===== config.mk =====
export PLATFORM = sky130hd
export DESIGN_NAME = a_mv_mac
export DESIGN_NICKNAME = d
export VERILOG_FILES = /design/src/rtl/a_mv_mac_pkg.sv /design/src/rtl/a_mv_mac_acc_bank.sv /design/src/rtl/a_mv_mac.sv
export SDC_FILE = /design/constraint.sdc
export NUM_CORES = 1
export LEC_CHECK = 0
export CAP_MARGIN = 10
export CORE_ASPECT_RATIO = 0.75
export CORE_UTILIZATION = 65
export CTS_CLUSTER_DIAMETER = 80
export DETAILED_ROUTE_END_ITERATION = 6
export DONT_BUFFER_PORTS = 1
export PLACE_DENSITY = 0.83
export SYNTH_ARGS = -nofsm -noshare
export SYNTH_HDL_FRONTEND = slang
export SYNTH_SLANG_ARGS = --single-unit

===== constraint.sdc =====
create_clock -name clk -period 7.05 [get_ports clk]
set_input_delay 1.41 -clock clk [delete_from_list [all_inputs] [get_ports clk]]
set_output_delay 1.41 -clock clk [all_outputs]
set_load 0.03 [all_outputs]

===== src/rtl/a_mv_mac_pkg.sv =====
// a_mv_mac_pkg
// Shared types, constants and address helpers for the A-matrix
// matrix-vector MAC stage (a_mv_mac and its accumulator bank).
//   state_e        : controller states IDLE -> LOAD_X -> FETCH -> DRAIN -> OUT
//   N_ROWS/N_COLS  : shape of A (8 rows x 4 columns)
//   WORDS_PER_COL  : ROM words per column (two rows packed per word)
//   addr_col/addr_k: split a ROM address into column and row-pair index
package a_mv_mac_pkg;

   localparam int N_ROWS        = 8;
   localparam int N_COLS        = 4;
   localparam int WORDS_PER_COL = 4;

   typedef enum logic [2:0] {
      ST_IDLE   = 3'd0,
      ST_LOAD_X = 3'd1,
      ST_FETCH  = 3'd2,
      ST_DRAIN  = 3'd3,
      ST_OUT    = 3'd4
   } state_e;

   // ROM address = col*4 + k
   function automatic logic [1:0] addr_col(input logic [3:0] addr);
      return addr[3:2];
   endfunction

   function automatic logic [1:0] addr_k(input logic [3:0] addr);
      return addr[1:0];
   endfunction

endpackage


===== src/rtl/a_mv_mac_acc_bank.sv =====
// a_mv_acc_bank
// Eight unsigned accumulators for y = A*x. Each update adds two products
// (hi word half into row 2k, lo half into row 2k+1) for one column.
//   clk, rst      : clock, synchronous active-high reset
//   clr           : clear all accumulators
//   en            : accumulate a_hi*x_col into acc[2k], a_lo*x_col into acc[2k+1]
//   a_hi, a_lo    : the two A elements of the current ROM word
//   x_col         : x element for the current column
//   k             : row-pair index of the current ROM word
//   rd_idx/rd_data: combinational read port of one accumulator
module a_mv_acc_bank
   import a_mv_mac_pkg::*;
#(
   parameter int AW = 7,
   parameter int XW = 8,
   parameter int YW = AW + XW + 2
) (
   input  logic          clk,
   input  logic          rst,
   input  logic          clr,
   input  logic          en,
   input  logic [AW-1:0] a_hi,
   input  logic [AW-1:0] a_lo,
   input  logic [XW-1:0] x_col,
   input  logic [1:0]    k,
   input  logic [2:0]    rd_idx,
   output logic [YW-1:0] rd_data
);

   logic [YW-1:0]    acc_r [N_ROWS];
   logic [AW+XW-1:0] prod_hi_s;
   logic [AW+XW-1:0] prod_lo_s;
   logic [2:0]       row_even_s;
   logic [2:0]       row_odd_s;

   // Operands widened to the full product width so no bits are lost
   assign prod_hi_s  = {{XW{1'b0}}, a_hi} * {{AW{1'b0}}, x_col};
   assign prod_lo_s  = {{XW{1'b0}}, a_lo} * {{AW{1'b0}}, x_col};
   assign row_even_s = {k, 1'b0};
   assign row_odd_s  = {k, 1'b1};

   // Accumulator storage: clear on reset/clr, two-row update when enabled
   always_ff @(posedge clk) begin
      if (rst || clr) begin
         for (int i = 0; i < N_ROWS; i++) begin
            acc_r[i] <= {YW{1'b0}};
         end
      end else if (en) begin
         acc_r[row_even_s] <= acc_r[row_even_s] + {{(YW-AW-XW){1'b0}}, prod_hi_s};
         acc_r[row_odd_s]  <= acc_r[row_odd_s]  + {{(YW-AW-XW){1'b0}}, prod_lo_s};
      end else begin
         for (int i = 0; i < N_ROWS; i++) begin
            acc_r[i] <= acc_r[i];
         end
      end
   end

   assign rd_data = acc_r[rd_idx];

endmodule


===== src/rtl/a_mv_mac.sv =====
// a_mv_mac
// Sequences the A-matrix ROM, unpacks each word into two A elements and
// computes y = A*x (A 8x4 unsigned AW-bit, x 4 elements unsigned XW-bit).
//   clk, rst           : clock, synchronous active-high reset
//   start              : one-cycle pulse, honoured only in IDLE
//   x_data/x_valid/x_ready : x element stream, x[0]..x[3]
//   rom_addr, A_input  : ROM address out, ROM word in (one clock later)
//   res_data/res_idx/res_valid/res_ready : result stream y[0]..y[7]
//   busy               : high in every state except IDLE
// All outputs are registered; they are loaded from next-state values.
module a_mv_mac
   import a_mv_mac_pkg::*;
#(
   parameter int AW = 7,
   parameter int XW = 8,
   parameter int YW = AW + XW + 2
) (
   input  logic            clk,
   input  logic            rst,
   input  logic            start,
   input  logic [XW-1:0]   x_data,
   input  logic            x_valid,
   output logic            x_ready,
   output logic [3:0]      rom_addr,
   input  logic [2*AW-1:0] A_input,
   output logic [YW-1:0]   res_data,
   output logic [2:0]      res_idx,
   output logic            res_valid,
   input  logic            res_ready,
   output logic            busy
);

   state_e        state_r;
   state_e        state_nxt_s;
   logic [1:0]    cnt_r;
   logic [1:0]    cnt_nxt_s;
   logic [XW-1:0] x_r [N_COLS];
   logic          x_wr_s;
   logic          clr_s;
   logic [3:0]    rom_addr_r;     // also serves as the FETCH address counter
   logic [3:0]    rom_addr_nxt_s;
   logic          dvalid_r;       // A_input holds the word for daddr_r
   logic [3:0]    daddr_r;
   logic [2:0]    res_idx_r;      // also serves as the OUT row counter
   logic [2:0]    idx_nxt_s;
   logic [YW-1:0] rd_data_s;
   logic [YW-1:0] res_data_r;
   logic          x_ready_r;
   logic          res_valid_r;
   logic          busy_r;

   // Next-state and counter logic for the controller
   always_comb begin
      state_nxt_s    = state_r;
      cnt_nxt_s      = cnt_r;
      rom_addr_nxt_s = 4'd0;
      idx_nxt_s      = res_idx_r;
      x_wr_s         = 1'b0;
      clr_s          = 1'b0;
      case (state_r)
         ST_IDLE: begin
            idx_nxt_s = 3'd0;
            if (start) begin
               state_nxt_s = ST_LOAD_X;
               cnt_nxt_s   = 2'd0;
               clr_s       = 1'b1;
            end else begin
               state_nxt_s = ST_IDLE;
            end
         end
         ST_LOAD_X: begin
            if (x_valid && x_ready_r) begin
               x_wr_s    = 1'b1;
               cnt_nxt_s = cnt_r + 2'd1;
               if (cnt_r == 2'd3) begin
                  state_nxt_s = ST_FETCH;
               end else begin
                  state_nxt_s = ST_LOAD_X;
               end
            end else begin
               state_nxt_s = ST_LOAD_X;
            end
         end
         ST_FETCH: begin
            if (rom_addr_r == 4'd15) begin
               state_nxt_s    = ST_DRAIN;
               rom_addr_nxt_s = 4'd0;
            end else begin
               state_nxt_s    = ST_FETCH;
               rom_addr_nxt_s = rom_addr_r + 4'd1;
            end
         end
         ST_DRAIN: begin
            // Rows 0/1 were last updated at address 12, so acc[0] is final
            // even though rows 6/7 are still being written this cycle.
            state_nxt_s = ST_OUT;
            idx_nxt_s   = 3'd0;
         end
         ST_OUT: begin
            if (res_valid_r && res_ready) begin
               if (res_idx_r == 3'd7) begin
                  state_nxt_s = ST_IDLE;
                  idx_nxt_s   = 3'd0;
               end else begin
                  state_nxt_s = ST_OUT;
                  idx_nxt_s   = res_idx_r + 3'd1;
               end
            end else begin
               state_nxt_s = ST_OUT;
            end
         end
         default: begin
            state_nxt_s = ST_IDLE;
            idx_nxt_s   = 3'd0;
         end
      endcase
   end

   // Controller state, counters, x registers and registered outputs
   always_ff @(posedge clk) begin
      if (rst) begin
         state_r     <= ST_IDLE;
         cnt_r       <= 2'd0;
         rom_addr_r  <= 4'd0;
         dvalid_r    <= 1'b0;
         daddr_r     <= 4'd0;
         res_idx_r   <= 3'd0;
         res_data_r  <= {YW{1'b0}};
         x_ready_r   <= 1'b0;
         res_valid_r <= 1'b0;
         busy_r      <= 1'b0;
         for (int i = 0; i < N_COLS; i++) begin
            x_r[i] <= {XW{1'b0}};
         end
      end else begin
         state_r     <= state_nxt_s;
         cnt_r       <= cnt_nxt_s;
         rom_addr_r  <= rom_addr_nxt_s;
         // ROM is registered: the word arrives one clock after its address
         dvalid_r    <= (state_r == ST_FETCH);
         daddr_r     <= rom_addr_r;
         res_idx_r   <= idx_nxt_s;
         res_data_r  <= (state_nxt_s == ST_OUT) ? rd_data_s : {YW{1'b0}};
         x_ready_r   <= (state_nxt_s == ST_LOAD_X);
         res_valid_r <= (state_nxt_s == ST_OUT);
         busy_r      <= (state_nxt_s != ST_IDLE);
         if (x_wr_s) begin
            x_r[cnt_r] <= x_data;
         end else begin
            x_r[cnt_r] <= x_r[cnt_r];
         end
      end
   end

   a_mv_acc_bank #(
      .AW (AW),
      .XW (XW),
      .YW (YW)
   ) u_acc_bank (
      .clk     (clk),
      .rst     (rst),
      .clr     (clr_s),
      .en      (dvalid_r),
      .a_hi    (A_input[2*AW-1:AW]),
      .a_lo    (A_input[AW-1:0]),
      .x_col   (x_r[addr_col(daddr_r)]),
      .k       (addr_k(daddr_r)),
      .rd_idx  (idx_nxt_s),
      .rd_data (rd_data_s)
   );

   assign x_ready   = x_ready_r;
   assign rom_addr  = rom_addr_r;
   assign res_data  = res_data_r;
   assign res_idx   = res_idx_r;
   assign res_valid = res_valid_r;
   assign busy      = busy_r;

endmodule


==> results of run 1 <==
## flip-flops by register name (all words and copies together), names as in the netlist, 2 cells and up
| signal | cells |
|---|---|
| cnt_r | 2 |
| daddr_r | 4 |
| res_data | 17 |
| res_idx | 3 |
| rom_addr | 4 |
| state_r | 3 |
| u_acc_bank.acc_r | 136 |
| x_r | 32 |
## synthesized netlist by cell type (6+ instances only)
master	number	area share
nand3_1	9	0.0031
nor3b_1	7	0.0036
a21o_1	7	0.0036
nor2b_1	11	0.0047
a31o_1	11	0.0066
mux2i_1	73	0.050
edfxtp_1	168	0.35
inv_1	169	0.044
clkbuf_1	29	0.0075
mux4_2	42	0.065
xor2_1	12	0.0072
nand2b_1	11	0.0047
nand2_1	96	0.025
ha_1	82	0.071
fa_1	84	0.12
or3_1	6	0.0026
a21oi_1	31	0.011
buf_2	16	0.0055
dfxtp_1	37	0.051
xnor2_1	10	0.0060
o22ai_1	16	0.0069
nor2_1	117	0.030
o21ai_0	18	0.0062
and2_1	130	0.056
a31o_2	7	0.0042
nor3_1	14	0.0048
## area by class of cell
class | count | area [sq um] | area share
Inverter | 169 | 634 | 0.0411
Tap cell | 288 | 360 | 0.0233
Sequential cell | 205 | 5790 | 0.375
Clock buffer | 30 | 643 | 0.0416
Multi-Input combinational cell | 876 | 7840 | 0.508
Timing Repair Buffer | 14 | 105 | 0.00680
Clock inverter | 8 | 77.6 | 0.00502
## power groups by stage
| stage | clock [W] | combinational, W | sequential [W] |
|---|---|---|---|
| 2_1_floorplan | 0 | 0.000664 | 0.00141 |
| 3_3_place_gp | 0 | 0.000830 | 0.00141 |
| 3_5_place_dp | 0 | 0.000867 | 0.00142 |
| 4_1_cts | 0.00117 | 0.000879 | 0.00139 |
| 5_1_grt | 0.00122 | 0.000997 | 0.00140 |
| 6_report | 0.00116 | 0.000892 | 0.00139 |
## routing by layer
metal	wire length [um]	part of all wire
met4	952	0.028
met1	14400	0.42
met2	15700	0.45
met5	0	0
met3	3420	0.099
## metrics by stage
| step | setup WS, ns | utilization | hold WS [ns] | cell area, sq um | cells |
|---|---|---|---|---|---|
| after CTS | 1.20 | 0.718 | 0.630 | 15500 | 1590 |
| after global placement | 1.35 | 0.684 | 0.598 | 14700 | 1552 |
| after detailed placement | 1.20 | 0.684 | 0.611 | 14700 | 1552 |
| after floorplan | 1.59 | - | 0.570 | 14500 | 1303 |
| final | 1.12 | 0.718 | 0.622 | 15500 | 1590 |
| after global routing | 0.851 | 0.718 | 0.646 | 15500 | 1590 |
## logic make-up after synthesis
logic type	share of synthesized area
muxes	0.117
AOI/OAI and AO/OA	0.0699
adders and majority gates	0.187
DFF	0.399
xor gates and xnor gates	0.0133
buffers and inverters	0.0614
and+or+nand+nor	0.153
## critical path, stage by stage (launching register included)
cell	delay, ns
dfxtp_1	0.65
mux4_2	0.76
and2_1	0.25
fa_1	0.41
inv_1	0.08
fa_1	0.45
fa_1	0.51
fa_1	0.50
inv_1	0.04
ha_1	0.36
o21ai_0	0.20
a211oi_1	0.54
o2111ai_1	0.21
a31oi_1	0.31
o21ai_0	0.20
nor3b_1	0.18
## worst max path at each step
stage	startpoint	endpoint	depth (start not counted)
final	daddr_r[2]$_SDFF_PP0_	u_acc_bank.acc_r[1][14]$_SDFFCE_PN0P_	15
after global routing	daddr_r[2]$_SDFF_PP0_	u_acc_bank.acc_r[1][14]$_SDFFCE_PN0P_	15
after CTS	daddr_r[2]$_SDFF_PP0_	u_acc_bank.acc_r[0][14]$_SDFFCE_PN0P_	16
after detailed placement	daddr_r[2]$_SDFF_PP0_	u_acc_bank.acc_r[0][14]$_SDFFCE_PN0P_	16
after global placement	daddr_r[2]$_SDFF_PP0_	u_acc_bank.acc_r[7][13]$_SDFFCE_PN0P_	15
after floorplan	A_input[1]	u_acc_bank.acc_r[1][15]$_SDFFCE_PN0P_	15
==> flow_summary_export.csv, run 1 <==
group,metric,value,unit
run_status,status,"finished, final reports clean",
global_route,grt_start_max_net_pins,57,
pwr,p_int,0.00236,W
route,drt_first_pass_iters,5,
timing,setup_tns,0,ns
flow_run,cap_viol_max_count,0,
timing,slew_viol_final,0,
logic_synthesis,yosysUniqueCellTypes,75,
logic_synthesis,ys_seq_area_frac,0.399,
logic_synthesis,async_reset_ff_frac,0,
logic_synthesis,synthFlopType,"edfxtp_1",
logic_synthesis,synth.net_count,1496,
global_route,met1_usage,0.446,
pwr,comb_power_share,0.259,
timing,finalCritPeriodShare,0.841,
global_route,grt_pass1_vias,10200,
global_route,grt_overflow,0,
logic_synthesis,yosysWarnings,0,
worst_hold_path,hp-class,"reg2reg",
placed_design,detailed_place_hpwl,24200,um
timing,maxSlewHeadroom,0.192,
pwr,pwr-share-seq,0.404,
worst_hold_path,min_to,"rom_addr[0]$_SDFF_PP0_",
logic_synthesis,synth_seq_cells,205,
worst_setup_path,cp_max_fo,14,
route,wire_per_inst,21.7,um
floorplanning,die_area,22900,sq um
cells_and_area,diodes,0,
clock_network,postCtsHoldBufs,0,
pwr,p_leak,6.33,nW
timing,finClkSkew,0.0246,ns
cells_and_area,drive_above_1_share,0.0983,
timing,tightest_slew,1.21,ns
clock_network,path_clk_slew,0.07,ns
clock_network,clock-root-buffer,"clkbuf_16",
logic_synthesis,syn-cell-area,14500,sq um
timing,hold_violations,0,
cells_and_area,fillers,1482,
timing,rsz0062_at_grt,"no",
floorplanning,start_util,0.674,
clock_network,cts_buffers,21,
floorplanning,core,21500,sq um
logic_synthesis,synth_edf_count,168,
worst_setup_path,required,7.31,ns
worst_setup_path,critPathLaunchType,"flop",
cells_and_area,nets,1480,
placed_design,portBuffers,0,
floorplanning,die_w,175,um
cells_and_area,syn2layout_area_growth,6.50,%
timing,period_minus_slack,5.93,ns
global_route,grt_use_met3,0.0735,
worst_setup_path,worst_setup_path_end_kind,"flop",
clock_network,htreeDepth,1,
global_route,gr-usage-all-layers,0.310,
timing,finalSetupViolations,0,
worst_hold_path,holdPathStages,1,
route,viasPerCell,6.25,
worst_setup_path,reg2regPathDepth,15,
clock_network,cts_setup_buffers,0,
global_route,met2_usage,0.470,
clock_network,clock_latency,0.53,ns
global_route,grt_pass1_wl,54900,um
pwr,power,0.00345,W
floorplanning,io-pin-count,54,
worst_setup_path,crit_type,"reg2reg",
floorplanning,die_h,131,um
worst_setup_path,reg2reg_from,"daddr_r[2]$_SDFF_PP0_",
pwr,switching_share,0.317,
floorplanning,std_cell_rows,46,
route,drt-total-wl,34400,um
worst_setup_path,r2r-end,"u_acc_bank.acc_r[1][14]$_SDFFCE_PN0P_",
route,vias,9939,
route,drtIter0Drc,929,
clock_network,cts-resized-gates,0,
clock_network,numClockSinks,205,
pwr,peakVddDrop,0.197,mV
pwr,clkPwrFrac,0.337,
worst_setup_path,arrival,6.19,ns
global_route,antenna_found_initial,0,
pwr,power.density,223,nW/um^2
global_route,top_usage_layer,"met2",
route,drc,0,
cells_and_area,layout_commonest_cell,"inv_1",
clock_network,ctsLongestPathBuffers,3,
cells_and_area,mostFrequentLayoutCells,"169 x inv_1, 168 x edfxtp_1, 130 x and2_1, 117 x nor2_1, 96 x nand2_1",
clock_network,cts_tree,"built",
logic_synthesis,avgSynthCellArea,11.1,sq um
worst_hold_path,hold_start,"rom_addr[0]$_SDFF_PP0_",
timing,fmax,169,MHz
worst_setup_path,reg2reg_slack,1.12,ns
pwr,p_sw,0.00109,W
logic_synthesis,netlist_instances,1303,
route,final_antenna_net_count,0,
placed_design,place.gp.congestion,0.889,
Note: power is estimated with default switching activity, not from simulation.
==> run 2: changes to the inputs <==
- clock period: 7.05 -> 5.7 ns (I/O delays scaled with it)
==> run 2 against run 1 <==
Flip-flop and latch count unchanged. Clock-buffer cell count increased by 6. Design area increased by 1.9%. Combinational power increased by 35%. Worst hold slack got worse by 0.0079 ns. Clock power increased by 16%. Global-route usage increased by 1.0 points. First-iteration DRC count increased by 39%. Total power increased by 24%. Die area unchanged.
==> flow_summary_export.csv, run 2 (synthesis results as in run 1) <==
group,metric,value,unit
timing,finalCritPeriodShare,0.981,
clock_network,htreeDepth,1,
worst_setup_path,crit_type,"reg2reg",
global_route,grt_pass1_vias,10200,
cells_and_area,nets,1516,
timing,tightest_slew,1.21,ns
cells_and_area,mostFrequentLayoutCells,"169 x inv_1, 168 x edfxtp_1, 130 x and2_1, 117 x nor2_1, 96 x nand2_1",
cells_and_area,layout_commonest_cell,"inv_1",
route,drt-total-wl,37500,um
global_route,grt_overflow,0,
flow_run,cap_viol_max_count,0,
clock_network,ctsLongestPathBuffers,3,
worst_setup_path,worst_setup_path_end_kind,"flop",
floorplanning,core,21500,sq um
cells_and_area,syn2layout_area_growth,8.54,%
timing,maxSlewHeadroom,0.189,
run_status,status,"finished, final reports clean",
placed_design,portBuffers,0,
route,drt_first_pass_iters,5,
floorplanning,die_area,22900,sq um
route,vias,10300,
pwr,peakVddDrop,0.207,mV
route,final_antenna_net_count,0,
timing,finClkSkew,0.0118,ns
worst_setup_path,arrival,5.86,ns
pwr,p_leak,6.49,nW
global_route,top_usage_layer,"met2",
route,wire_per_inst,23.1,um
worst_setup_path,cp_cell_sequence,"buf_12 -> mux4_2 -> buf_4 -> nand2_1 -> fa_1 -> fa_1 -> inv_1 -> fa_1 -> inv_1 -> fa_1 -> inv_1 -> ha_1 -> nand3_1 -> nor2_1 -> or4_4 -> and2_4 -> a311o_1 -> mux2i_1",
worst_setup_path,required,5.96,ns
global_route,grt_start_max_net_pins,32,
worst_hold_path,hp-class,"reg2reg",
cells_and_area,final_core_util,0.732,
clock_network,numClockSinks,205,
pwr,power.density,271,nW/um^2
global_route,met2_usage,0.496,
timing,finalSetupViolations,0,
worst_setup_path,critPathLaunchType,"flop",
route,drc,0,
worst_setup_path,slowest_stage,"mux4_2",
cells_and_area,top_register,"u_acc_bank.acc_r",
placed_design,place.gp.congestion,0.880,
cells_and_area,diodes,0,
timing,hold_violations,0,
route,drtIter0Drc,1289,
worst_setup_path,critical_path.max_stage_delay,0.65,ns
cells_and_area,largest_reg_flops,136,
clock_network,clock-root-buffer,"clkbuf_16",
clock_network,path_clk_slew,0.06,ns
global_route,grt_pass1_wl,56400,um
worst_setup_path,reg2regPathDepth,18,
clock_network,cts_buffers,21,
floorplanning,io-pin-count,54,
placed_design,detailed_place_hpwl,25700,um
clock_network,clock_latency,0.52,ns
timing,slew_viol_final,0,
worst_hold_path,holdPathStages,1,
floorplanning,std_cell_rows,46,
timing,period_minus_slack,5.59,ns
worst_setup_path,cp_max_fo,10,
global_route,gr-usage-all-layers,0.320,
route,viasPerCell,6.36,
floorplanning,die_w,175,um
floorplanning,die_h,131,um
global_route,met1_usage,0.457,
pwr,power,0.00426,W
global_route,antenna_found_initial,1,
global_route,grt_use_met3,0.0622,
clock_network,cts_tree,"built",
timing,fmax,179,MHz
worst_setup_path,cp_common_cell,"fa_1",
cells_and_area,drive_above_1_share,0.120,
floorplanning,start_util,0.674,
==> run 2: through the flow <==
stage	instances	TNS [ns]	cell area, sq um	hold WS, ns	worst slack (ns)
final	1626	0	15700	0.615	0.105
after global placement	1566	0	14800	0.595	0.240
after CTS	1604	0	15500	0.619	0.0984
after floorplan	1303	0	14500	0.570	0.354
after detailed placement	1566	0	14800	0.603	0.114
after global routing	1626	-0.0277	15700	0.632	-0.0164
==> run 2: timing repair <==
| item | 4_1_cts | 5_1_grt |
|---|---|---|
| endpoints found under the hold margin | 0 | 0 |
| hold buffers | 0 | 0 |
| setup buffers | 0 | 19 |
| resized for setup | 0 | 13 |
| endpoints found under the setup margin | 0 | 38 |
==> run 2: area by class of cell <==
class                   instances  area (sq um)
flip-flops and latches        205          5790
multi-input cells             878          7920
well taps                     288           360
clock buffers                  36           633
repair buffers                 48           395
inverters                     169           634
fillers                      1447          5780
clock inverters                 2          13.8
==> run 2: worst paths after layout <==
kind	startpoint	endpoint	slack, ns
hold reg to reg	rom_addr[0]$_SDFF_PP0_	rom_addr[0]$_SDFF_PP0_	0.61
hold / removal	rom_addr[0]$_SDFF_PP0_	rom_addr[0]$_SDFF_PP0_	0.61
setup / recovery	daddr_r[2]$_SDFF_PP0_	u_acc_bank.acc_r[1][15]$_SDFFCE_PN0P_	0.11
setup reg to reg	daddr_r[2]$_SDFF_PP0_	u_acc_bank.acc_r[1][15]$_SDFFCE_PN0P_	0.11
==> run 2: power breakdown <==
| part | switching [W] | internal (W) |
|---|---|---|
| registers | 0.0000412 | 0.00168 |
| logic | 0.000765 | 0.000434 |
| clock network | 0.000581 | 0.000755 |
| total | 0.00139 | 0.00287 |
==> run 2: metal layers <==
| layer | part of all wire | wire (um) | vias up |
|---|---|---|---|
| met5 | 0.00035 | 13 | - |
| li1 | - | - | 4523 |
| met2 | 0.47 | 17500 | 606 |
| met3 | 0.10 | 3940 | 106 |
| met4 | 0.036 | 1360 | 2 |
| met1 | 0.39 | 14700 | 5102 |
==> run 2: worst max-delay path: cells and delay by family, from the launching register on <==
family	cells	cell delay (ns)
buffers and inverters	5	0.52
DFF	1	0.36
and+or+nand+nor	5	1.02
adders and majority gates	5	2.26
AOI/OAI and AO/OA	1	0.40
muxes	2	0.79
